--- src/rtl/fetch_stage.sv ---
// Instruction-fetch stage: owns the PC, reads the icache, and registers
// fetched instructions (with pc_plus_4) into the fetch/decode pipeline
// register. A one-entry skid buffer catches an icache hit that arrives
// while decode is stalled.
module fetch_stage #(
    parameter logic [31:0] PC_INIT = 32'h0000_0000
) (
    input  logic        CLK,
    input  logic        nRST,
    output logic        imemREN,
    output logic [31:0] imemaddr,
    input  logic        ihit,
    input  logic [31:0] imemload,
    input  logic        stall,
    input  logic        redirect,
    input  logic [31:0] redirect_pc,
    input  logic        halt,
    output logic [31:0] pc,
    output logic [31:0] out_instr,
    output logic [31:0] out_pc_plus_4,
    output logic        out_valid
);

    localparam int unsigned XLEN = 32;

    typedef enum logic [1:0] {
        FETCH  = 2'd0,
        HOLD   = 2'd1,
        HALTED = 2'd2
    } state_t;

    state_t            state, state_n;
    logic [XLEN-1:0]   pc_n;
    logic [XLEN-1:0]   instr_n, ppc4_n;
    logic              valid_n;
    logic [XLEN-1:0]   skid_instr, skid_instr_n;
    logic [XLEN-1:0]   skid_ppc4, skid_ppc4_n;
    logic [XLEN-1:0]   pc_plus_4_c;

    // Sequential address of the current fetch (modulo 2^32)
    assign pc_plus_4_c = pc + XLEN'(4);

    // The icache address always tracks the fetch PC
    assign imemaddr = pc;

    // State, PC, fetch/decode register and skid buffer
    always_ff @(posedge CLK or negedge nRST) begin
        if (!nRST) begin
            state         <= FETCH;
            pc            <= PC_INIT;
            out_instr     <= '0;
            out_pc_plus_4 <= '0;
            out_valid     <= 1'b0;
            skid_instr    <= '0;
            skid_ppc4     <= '0;
        end else begin
            state         <= state_n;
            pc            <= pc_n;
            out_instr     <= instr_n;
            out_pc_plus_4 <= ppc4_n;
            out_valid     <= valid_n;
            skid_instr    <= skid_instr_n;
            skid_ppc4     <= skid_ppc4_n;
        end
    end

    // Next-state and next-register logic; priority halt > redirect > stall > advance
    always_comb begin
        state_n      = state;
        pc_n         = pc;
        instr_n      = out_instr;
        ppc4_n       = out_pc_plus_4;
        valid_n      = out_valid;
        skid_instr_n = skid_instr;
        skid_ppc4_n  = skid_ppc4;
        imemREN      = 1'b0;

        case (state)
            FETCH: begin
                imemREN = 1'b1;
                if (halt) begin
                    instr_n = '0;
                    ppc4_n  = '0;
                    valid_n = 1'b0;
                    state_n = HALTED;
                end else if (redirect) begin
                    pc_n         = redirect_pc;
                    instr_n      = '0;
                    ppc4_n       = '0;
                    valid_n      = 1'b0;
                    skid_instr_n = '0;
                    skid_ppc4_n  = '0;
                end else if (stall) begin
                    // Decode is busy: park a hit in the skid buffer, keep outputs
                    if (ihit) begin
                        skid_instr_n = imemload;
                        skid_ppc4_n  = pc_plus_4_c;
                        pc_n         = pc_plus_4_c;
                        state_n      = HOLD;
                    end
                end else if (ihit) begin
                    instr_n = imemload;
                    ppc4_n  = pc_plus_4_c;
                    valid_n = 1'b1;
                    pc_n    = pc_plus_4_c;
                end else begin
                    instr_n = '0;
                    ppc4_n  = '0;
                    valid_n = 1'b0;
                end
            end
            HOLD: begin
                if (halt) begin
                    instr_n = '0;
                    ppc4_n  = '0;
                    valid_n = 1'b0;
                    state_n = HALTED;
                end else if (redirect) begin
                    pc_n         = redirect_pc;
                    instr_n      = '0;
                    ppc4_n       = '0;
                    valid_n      = 1'b0;
                    skid_instr_n = '0;
                    skid_ppc4_n  = '0;
                    state_n      = FETCH;
                end else if (!stall) begin
                    // Drain the buffered instruction; PC already points past it
                    instr_n      = skid_instr;
                    ppc4_n       = skid_ppc4;
                    valid_n      = 1'b1;
                    skid_instr_n = '0;
                    skid_ppc4_n  = '0;
                    state_n      = FETCH;
                end
            end
            HALTED: begin
                instr_n = '0;
                ppc4_n  = '0;
                valid_n = 1'b0;
            end
            default: begin
                state_n = FETCH;
            end
        endcase
    end

endmodule

--- config.mk ---
export PLATFORM = sky130hd
export DESIGN_NAME = fetch_stage
export DESIGN_NICKNAME = d
export VERILOG_FILES = /design/src/rtl/fetch_stage.sv
export SDC_FILE = /design/constraint.sdc
export NUM_CORES = 1
export LEC_CHECK = 0
export ABC_CLOCK_PERIOD_IN_PS = 2700
export CORE_MARGIN = 2
export CORE_UTILIZATION = 50
export DETAILED_ROUTE_END_ITERATION = 6
export GPL_TIMING_DRIVEN = 0
export HOLD_SLACK_MARGIN = 0.15
export PLACE_DENSITY = 0.81
export SYNTH_ARGS = -nofsm -noshare
export SYNTH_HDL_FRONTEND = slang
export SYNTH_SLANG_ARGS = --single-unit
--- constraint.sdc ---
create_clock -name CLK -period 2.7 [get_ports CLK]
set_clock_uncertainty 0.15 [all_clocks]
set_input_delay 0.405 -clock CLK [delete_from_list [all_inputs] [get_ports CLK]]
set_output_delay 0.405 -clock CLK [all_outputs]
set_load 0.1 [all_outputs]
* Word-level counts from Yosys, hierarchy flattened
Cells that the tools add are included.
Cells by class: add/subtract/negate cells 1, $mul 0, divide/modulo/power cells 0, order comparisons 0, equality and inequality tests 13, shift-type cells 0, muxes and demuxes 51, bitwise operators 1, reduce and logical (&&, ||, !) cells 7
Operator list (number):
- two-way mux 32 bit | 29
- case mux 32 bit (2 select lines) | 3
- case mux 32 bit (3 select lines) | 2
- adder 32 x 3 -> 32 bit, second input constant | 1
- inequality test 3 bit, second input constant | 6
- two-way mux 2 bit | 7
- AND reduction 5 bit | 2
- two-way mux 1 bit | 8
- inequality test 4 bit, second input constant | 2
- inequality test 2 bit, second input constant | 3
- case mux 2 bit (3 select lines) | 1
- AND reduction 6 bit | 1
- case mux 1 bit (3 select lines) | 1
- AND reduction 3 bit | 1
- nonzero test 3 bit | 1
- equality test 2 x 1 -> 1 bit, second input constant | 1
- equality test 2 bit, second input constant | 1
- logical NOT 2 bit | 1
- nonzero test 2 bit | 1
- NOT 1 bit | 1
Storage, ports and cells: register bits after elaboration 163, latch bits 0, memory bits (writable) 0, ROM bits 0, memories kept 0

* Depth between registers and ports, before layout
Gate-level depths: netlist (run 1).
depth after elaboration 6, gate-level depth with buffers 10, mapped depth without buffers 7

* Least setup slack after synthesis (run 1)
Ideal clock, no wire load.
path kind flip-flop to flip-flop, start point register pc[2] (netlist: imemaddr[2]), end point register pc[31] (netlist: imemaddr[31]), arrival 2645 ps, slack -222 ps, cell stages (with the launch flop) 7, buffers on the path 1, period minus slack after synthesis 2922 ps, cells stage by stage dfrtp_1 > nand3_1 > or4_1 > buf_2 > nor4_4 > o21ai_0 > a221o_1
Between the ends: longest elaborated chain between the ends 5
Ends and longest elaborated chain:
- start: declaration | line 18 | output logic [31:0] pc,
- start signal: assignment | line 58 | pc <= pc_n;
- adder 32 x 3 -> 32 bit | line 41 | assign pc_plus_4_c = pc + XLEN'(4);
- two-way mux 32 bit | line 95, 101
- two-way mux 32 bit | line 86 | end else if (redirect) begin
- two-way mux 32 bit | line 81 | if (halt) begin
- case mux 32 bit (2 select lines) | line 78 | case (state)
No other way between the ends. The select of a mux whose other input is x is not followed. A chain may end at the register's enable or synchronous reset.

* Final worst setup path (run 1)
start point register pc[6] (netlist: imemaddr[6]), end point output pc[6]
No word-level cell between the ends.

==> metrics.md, run 1 <==
| Metric | Value |
|---|---|
| Placed insts | ~1,300 |
| Synth Warn # | 0 |
| Worst slack, placed | -0.621 ns |
| Clock latency on the worst-skew pair | 0.43 ns |
| Area contributors post-synth | dfrtp_1 50%, o21ai_0 6.5%, nand2_1 6.3%, nor2_1 5.2%, a221oi_1 4.0% |
| Internal reg-to-reg setup slack | 0.09 ns |
| WL met3 | around 2.6 mm |
| Die width | approximately 130 um |
| CTS Sinks | around 160 |
| Slew Limit Fails | 0 |
| Hold depth | 2 |
| Hold path endpoint | skid_ppc4[27] |
| Final setup TNS | 0 ns |
| Share of cells above drive strength 1 | roughly 13% |
| Root Driver | clkbuf_16 |
| Post-Layout Cell Count | ~1,300 |
| Die Height | 131 um |
| Max cap viols | 0 |
| Post-synth top flop | dfrtp_1 |
| Post-route ant nets | 0 |
| Largest net degree at the start of global routing | 88 |
| Total track usage | 30.3% |
| First DRT Iteration DRCs | about 900 |
| Final wirelength | 25.9 mm |
| Hold Startpoint | skid_ppc4[27] |
| Core area | roughly 16,000 um^2 |
| Mapped Avg Cell Area | between 8 and 9 um^2 |
| Initial core utilization | approximately half |
| Register area share after synthesis | about half |
| Clock Tree Buf Depth | 2 |
| TritonRoute pass-1 iters | 6 |
| Top routing layer in use | met4 |
| Hold_ws | approximately 0.32 ns |
| Total vias in the final route | 7,921 |
| Syn Nets | between 900 and 1,000 |
| Port Buffer Count | approximately 200 |
| Worst Path Arrival | ~2.1 ns |
| F_max | approximately 370 MHz |
| Total die area | approximately 17,000 um^2 |
| Slew HR | approximately 29% |
| Initial antenna violation count | 0 |
| Worst Path Max Fanout | 7 |
| TritonCTS clock tree | built |
| Crit start category | register |
| Register area | about 4100 um^2 |
| Avg WL per Cell | approximately 19 um |
| Final setup violating endpoints | 0 |
| Minimum clock period | between 2 and 3 ns |
| Tcrit/Tclk final | 98.9% |
| Yosys top cell by area | dfrtp_1 |
| Syn Inst Count | about 900 |
| H-tree depth | 4 |
| Mapped Area | around 8100 um^2 |
| Netlist cell types | between 50 and 60 |
| CTS buffer count | 17 |
| Wire length on met2 | about 12 mm |
| Status | completed |
| Worst reg2reg path depth | 7 |
| Synth Register Bits | approximately 160 |
| Clock Pin Slew Worst Setup and Hold Paths | around 0.070 ns |
| # IOs | 200 |
| Post-detail-place hpwl | about 18 mm |
| M1 WL | about 11 mm |
| Worst R2R Start | imemaddr[2] |
| Vias per cell | about 5.9 |
| First-pass GRT wire length | approximately 41 mm |
| Total gr overflow | 0 |
| Drt drc | 0 |
| Async set-reset flop share out of synthesis | between 90% and 100% |
| Diode count | 0 |
| Hold Path Class | reg -> reg |
| Setup CP Type | reg -> out |
| Worst slew pin tran | 1.06 ns |
| Fillers | between 1,000 and 1,500 |
| FF-to-FF End | out_pc_plus_4[14] |
| # nets final | 1,196 |
| Critical path endpoint category | output port |
| Synth top area share | between 50 and 60% |
| GP Congestion | about 0.97 |
| Final Hold Viols | 0 |
| Vias in the first global route | around 7,600 |
| Worst path required time | roughly 2.1 ns |
| Core Rows | 46 |
| Multi-input logic area | roughly 3500 um^2 |
| EDFF count, synth | 0 |
| Final setup margin | between 0.02 and 0.03 ns |
| Synth-to-layout area growth | 36.8% |
-- registers in the layout, summed over array words and instances, names as in the netlist --
signal and flops:
out_instr 32, out_valid 1, skid_ppc4 32, state 2, skid_instr 32, imemaddr 32
out_pc_plus_4 32
-- synth_stat cells (4+ instances only) --
master,count
buf_1,4
a2bb2oi_1,9
nand3_1,27
xor2_1,8
nand2_1,137
nor4_1,5
o31a_1,4
nand4_1,7
a21oi_1,44
o31ai_1,4
and4_1,6
nor2_1,112
o21ai_0,106
ha_1,5
a221oi_1,37
clkbuf_1,58
dfrtp_1,163
buf_4,32
xnor2_1,14
nor3_1,11
and3_1,17
a31oi_1,8
inv_1,12
o22ai_1,5
or4_1,5
o211ai_1,6
buf_2,5
-- cell usage in the layout (no fill, tap or decap), types with 9 or more instances in the layout --
cell type        instances
dfrtp_1                140
nand2_1                137
o21ai_0                106
a21oi_1                 44
dlygate4sd2_1           17
clkbuf_2                20
buf_4                   32
nand3_1                 27
dlymetal6s2s_1           9
dfrtp_2                 23
a221oi_1                37
clkbuf_16               17
nor2_1                 111
inv_1                   12
clkbuf_1                35
a2bb2oi_1                9
and3_1                  17
xnor2_1                 14
clkdlybuf4s50_1        171
buf_2                    9
nor3_1                  10
-- worst max-delay path, cell delays in order, from the launching register on --
cell,delay [ns]
dfrtp_2,0.44
buf_4,0.13
clkdlybuf4s50_1,1.12
-- cell families (layout without fill, tap and decap cells) --
group                    after synthesis  count (layout)  share of synthesized area, %
flip-flops                           163             163                          50.3
multiplexers                           6               6                         0.788
XOR/XNOR                              22              22                          2.38
buffers and inverters                111             341                          6.70
AO/OA/AOI/OAI                        249             249                          19.3
adder cells (fa/ha/maj)                5               5                         0.772
AND/OR/NAND/NOR                      347             347                          19.7
-- worst max path at each step --
stage	startpoint	to	slack, ns	depth (start not counted)
finish	imemaddr[6]	pc[6]	0.03	2
global route	imemaddr[2]	skid_ppc4[14]	-0.009	7
CTS	imemaddr[17]	pc[17]	0.005	2
detailed placement	redirect	imemaddr[25]	-0.62	7
global placement	nRST	imemaddr[3]	-6.27	1
floorplan	imemaddr[16]	imemaddr[31]	-0.04	5
-- through the flow --
stage	utilization [%]	area, um^2
final	69.8	11100
after global routing	69.8	11100
after CTS	69.4	11000
after detailed placement	65.7	10400
after global placement	65.4	10400
after floorplan	-	8130
-- layer usage --
layer	global-route usage, %	up-vias
li1	-	3599
met1	43.1	3809
met2	46.2	470
met3	6.56	43
met4	10.3	0
met5	0	-
-- timing repair --
item / CTS / global route
setup endpoints to repair: 123 / 145
gates cloned: 0 / 0
buffers inserted: 0 / 0
hold buffers: 1 / 0
endpoints found under the hold margin: 76 / 0
resized for setup: 35 / 46
-- area by class of cell --
class                           instances  share of cell area, %
Tap cell                              216                   2.44
Inverter                               12                  0.406
Clock buffer                           22                   4.28
Clock inverter                          9                  0.892
Buffer                                 97                   4.79
Timing Repair Buffer                  201                   18.3
Multi-Input combinational cell        629                   31.8
Sequential cell                       163                   37.0
Power of run 1 is left out: the tool's default activity adds up to more than one toggle a clock period on the data nets, which glitch-free logic cannot reach.
==> inputs of run 2 (changes only) <==
- CORE_ASPECT_RATIO: default -> 1.2
==> run 2 against run 1 <==
Effect of this change:
- fmax shrank 0.11%
- final cell count is 0.22% lower
- sequential share of layout area down 0.054 points
- worst setup slack worse by 0.0029 ns
- die area is essentially flat
- worst hold slack improved by 0.0013 ns
- global-route usage fell by 0.30 points
- routed wire length shrank 0.94%
- non-clock buffer count is the same
- via count decreased by 0.53%
- register-to-register slack better by 0.02 ns
==> metrics.md, run 2 (same netlist as run 1, synthesis figures left out) <==
| Metric | Value |
|---|---|
| Hold depth | 2 |
| Largest net degree at the start of global routing | approximately 110 |
| Total gr overflow | 0 |
| TritonRoute pass-1 iters | 5 |
| Slew HR | approximately 29% |
| Die Height | around 140 um |
| Final wirelength | about 26 mm |
| Family with the most delay on the worst path | buffers and inverters |
| Ordered list of cells on the worst path | clkdlybuf4s50_1 |
| FF-to-FF End | imemaddr[27] |
| Synth-to-layout area growth | 37.0% |
| First DRT Iteration DRCs | ~820 |
| First-pass GRT wire length | between 40 and 50 mm |
| CTS Sinks | 163 |
| Commonest non-fill, non-tap cells in the layout | 174 x clkdlybuf4s50_1, 140 x dfrtp_1, 136 x nand2_1, 111 x nor2_1, 106 x o21ai_0 |
| Hold Path Class | reg -> reg |
| Initial antenna violation count | 0 |
| Drt drc | 0 |
| Worst R2R Start | state[1] |
| Worst Path Max Fanout | 7 |
| Post-route ant nets | 0 |
| # nets final | roughly 1,200 |
| Diode count | 0 |
| TritonCTS clock tree | built |
| Commonest non-fill, non-tap cell in the layout | clkdlybuf4s50_1 |
| Hold_ws | 0.324 ns |
| Worst path required time | 2.14 ns |
| H-tree depth | 4 |
| Root Driver | clkbuf_16 |
| Tcrit/Tclk final | between 90% and 100% |
| Clock Tree Buf Depth | 2 |
| Total die area | 17,200 um^2 |
| Worst Path Arrival | 2.12 ns |
| WP buf/inv | 1 |
| Vias per cell | slightly below 6 |
| Internal reg-to-reg setup slack | approximately 0.11 ns |
| Total track usage | between 20% and 30% |
| CP max stage delay | approximately 1.2 ns |
| Clock latency on the worst-skew pair | approximately 0.42 ns |
| Minimum clock period | roughly 2.7 ns |
| Initial core utilization | 50.6% |
| Total vias in the final route | slightly below 8,000 |
| Worst slack, placed | -0.755 ns |
| Core area | between 15,000 and 20,000 um^2 |
| Hold path endpoint | skid_ppc4[19] |
| Final setup TNS | 0 ns |
| Vias in the first global route | ~7,700 |
| Final Hold Viols | 0 |
| RSZ-0062 raised after global routing | yes |
| CTS buffer count | 17 |
| Worst slew pin tran | roughly 1.1 ns |
| Die width | 120 um |
| Clock Pin Slew Worst Setup and Hold Paths | approximately 0.06 ns |
| Port Buffer Count | about 200 |
| Core Rows | a little over 50 |
| Critical Path Stages | 1 |
| Status | completed |
| F_max | around 370 MHz |
| Post-detail-place hpwl | 18.1 mm |
| Avg WL per Cell | roughly 19 um |
| # IOs | 200 |
| GP Congestion | 0.915 |
| Crit start category | register |
| Share of cells above drive strength 1 | 13.0% |
| Slew Limit Fails | 0 |
| Max cap viols | 0 |
| Slowest CP cell | clkdlybuf4s50_1 |
| Hold Startpoint | skid_ppc4[19] |
| Final setup margin | 0.0269 ns |
| Worst reg2reg path depth | 8 |
| Setup CP Type | reg -> out |
| Critical path endpoint category | output port |
| Final setup violating endpoints | 0 |
## run 2: how the worst max path moves through the flow
stage	start	end	slack (ns)
after floorplan	imemaddr[16]	imemaddr[31]	-0.04
after global placement	nRST	imemaddr[17]	-6.24
after detailed placement	redirect	imemaddr[25]	-0.75
after CTS	imemaddr[5]	pc[5]	0.01
after global routing	state[1]	imemaddr[31]	-0.05
final	imemaddr[31]	imemaddr[31]	0.03
## run 2: routing by layer
| metal | part of all wire, % | vias up | GRT usage, % |
|---|---|---|---|
| met3 | 8.3 | 77 | 5.16 |
| met4 | 4.0 | 0 | 13.4 |
| li1 | - | 3597 | - |
| met5 | 0 | - | 0 |
| met2 | 49 | 453 | 50.2 |
| met1 | 39 | 3752 | 38.3 |
## run 2: tightest hold or removal path, delay by kind of cell (launching register included)
| family | cells | cell delay (ns) |
|---|---|---|
| DFF | 1 | 0.34 |
| AOI/OAI and AO/OA | 1 | 0.06 |
| and+or+nand+nor | 1 | 0.04 |
## run 2: per-stage QoR
stage / instances / utilization, % / cell area, um^2
final: 1346 / 69.3 / 11100
after detailed placement: 1315 / 65.1 / 10400
after CTS: 1347 / 68.9 / 11000
after global routing: 1346 / 69.3 / 11100
after floorplan: 903 / - / 8130
after global placement: 1314 / 64.9 / 10400
## run 2: layout make-up
class | count | area, um^2
plain buffers | 97 | 537
clock buffers | 17 | 425
clock inverters | 15 | 168
fillers | 1251 | 4910
inverters | 12 | 45.0
multi-input cells | 629 | 3510
flip-flops and latches | 163 | 4110
well taps | 212 | 265
repair buffers | 201 | 2040
## run 2: what timing repair did
item                                    CTS  global route
hold buffers                              1             0
hold endpoints to repair                 55             0
gates resized for setup                  32            55
endpoints found under the setup margin  130           137
setup buffers                             0             0
Power of run 2 is left out for the same reason.
==> inputs of run 3 (changes only) <==
- RECOVER_POWER: default -> 50
==> run 3 against run 2 <==
Effect of this change:
- first-iteration DRC count increased by 2.7%
- via count about the same
- critical path depth unchanged
- design area decreased by 1.3%
- non-clock buffer count unchanged
- die area unchanged
- fmax about the same
- worst hold slack got worse by 0.00087 ns
- sequential share of layout area increased by 0.49 points
- register-to-register slack got worse by 0.03 ns
==> metrics.md, run 3 (same netlist as run 1, synthesis figures left out) <==
| Metric | Value |
|---|---|
| Status | completed |
| Tcrit/Tclk final | 98.9% |
| Total track usage | between 20% and 30% |
| Final setup margin | between 0.02 and 0.03 ns |
| Hold_ws | around 0.32 ns |
| Core Rows | 51 |
| F_max | between 300 and 400 MHz |
| Crit start category | register |
| Worst Path Max Fanout | 7 |
| RSZ-0062 raised after global routing | yes |
| WP buf/inv | 1 |
| Multi-input logic area | 3510 um^2 |
| Worst slew pin tran | about 1.5 ns |
| Vias per cell | 5.86 |
| Fillers | 1,278 |
| First DRT Iteration DRCs | 838 |
| First-pass GRT wire length | between 40 and 50 mm |
| Core area | between 15,000 and 20,000 um^2 |
| Ordered list of cells on the worst path | clkdlybuf4s50_1 |
| Port Buffer Count | between 150 and 200 |
| Drt drc | 0 |
| Root Driver | clkbuf_16 |
| Total vias in the final route | roughly 7,900 |
| Setup CP Type | reg -> out |
| CTS buffer count | 17 |
| Vias in the first global route | ~7,700 |
| Hold Path Class | reg -> reg |
| Initial core utilization | between 50% and 60% |
| Share of cells above drive strength 1 | between 10% and 20% |
| GP Congestion | just over 0.9 |
| Avg WL per Cell | 19.1 um |
| Total gr overflow | 0 |
| Final setup TNS | 0 ns |
| TritonCTS clock tree | built |
| CP max stage delay | ~1.2 ns |
| Total die area | 17,200 um^2 |
| Commonest non-fill, non-tap cells in the layout | 157 x clkdlybuf4s50_1, 140 x dfrtp_1, 136 x nand2_1, 111 x nor2_1, 106 x o21ai_0 |
| Clock Pin Slew Worst Setup and Hold Paths | 0.06 ns |
| Largest net degree at the start of global routing | ~110 |
| # IOs | 200 |
| Clock latency on the worst-skew pair | ~0.43 ns |
| H-tree depth | 4 |
| Initial antenna violation count | 0 |
| Final Hold Viols | 0 |
| Final wirelength | 25.7 mm |
| Minimum clock period | between 2 and 3 ns |
| TritonRoute pass-1 iters | 6 |
| Synth-to-layout area growth | 35.2% |
| Register area | around 4100 um^2 |
| Post-CTS Setup Bufs | 0 |
| Commonest non-fill, non-tap cell in the layout | clkdlybuf4s50_1 |
| # nets final | 1,196 |
| Die width | between 100 and 150 um |
| Family with the most delay on the worst path | buffers and inverters |
| CTS Sinks | approximately 160 |
| Post-detail-place hpwl | 18.1 mm |
| Critical path endpoint category | output port |
| Post-route ant nets | 0 |
| Slowest CP cell | clkdlybuf4s50_1 |
| Diode count | 0 |
| Worst slack, placed | -0.755 ns |
| Max cap viols | 0 |
| Clock Tree Buf Depth | 2 |
| Final setup violating endpoints | 0 |
| Slew Limit Fails | 0 |
| Worst Path Arrival | between 2 and 2.5 ns |
| Slew HR | 1.61% |
| Worst path required time | approximately 2.1 ns |
| Die Height | 143 um |
run 3: path summary, 6_finish.rpt:
kind	depth (start not counted)	slack, ns	start	end
worst max-delay path	1	0.03	imemaddr[31]	imemaddr[31]
worst min-delay path	2	0.32	skid_ppc4[19]	skid_ppc4[19]
worst max register to register	8	0.08	state[1]	imemaddr[27]
worst min register to register	2	0.32	skid_ppc4[19]	skid_ppc4[19]
max in group asynchronous	3	0.37	nRST	imemaddr[6]
min in group asynchronous	2	0.74	nRST	imemaddr[14]
run 3: cell type report:
class,instances,area share (%)
clock inverters,15,1.53
well taps,212,2.42
inverters,12,0.411
plain buffers,97,4.90
multi-input cells,629,32.1
flip-flops and latches,163,37.5
clock buffers,17,3.88
repair buffers,201,17.3
run 3: stage by stage:
stage | utilization (%) | cell area (um^2) | std cells
after floorplan | - | 8130 | 903
after global placement | 64.9 | 10400 | 1314
after detailed placement | 65.1 | 10400 | 1315
after CTS | 68.9 | 11000 | 1347
after global routing | 68.4 | 11000 | 1346
final | 68.4 | 11000 | 1346
run 3: routing by layer:
metal | part of all wire, % | GRT usage [%]
met2 | 50 | 50.2
met3 | 8.7 | 5.16
met5 | 0 | 0
met1 | 38 | 38.3
met4 | 3.7 | 13.4
run 3: timing repair:
| action | CTS | global route |
|---|---|---|
| endpoints found under the hold margin | 55 | 0 |
| setup endpoints to repair | 130 | 137 |
| resized for setup | 32 | 55 |
| hold buffers | 1 | 0 |
Power of run 3 is left out for the same reason.
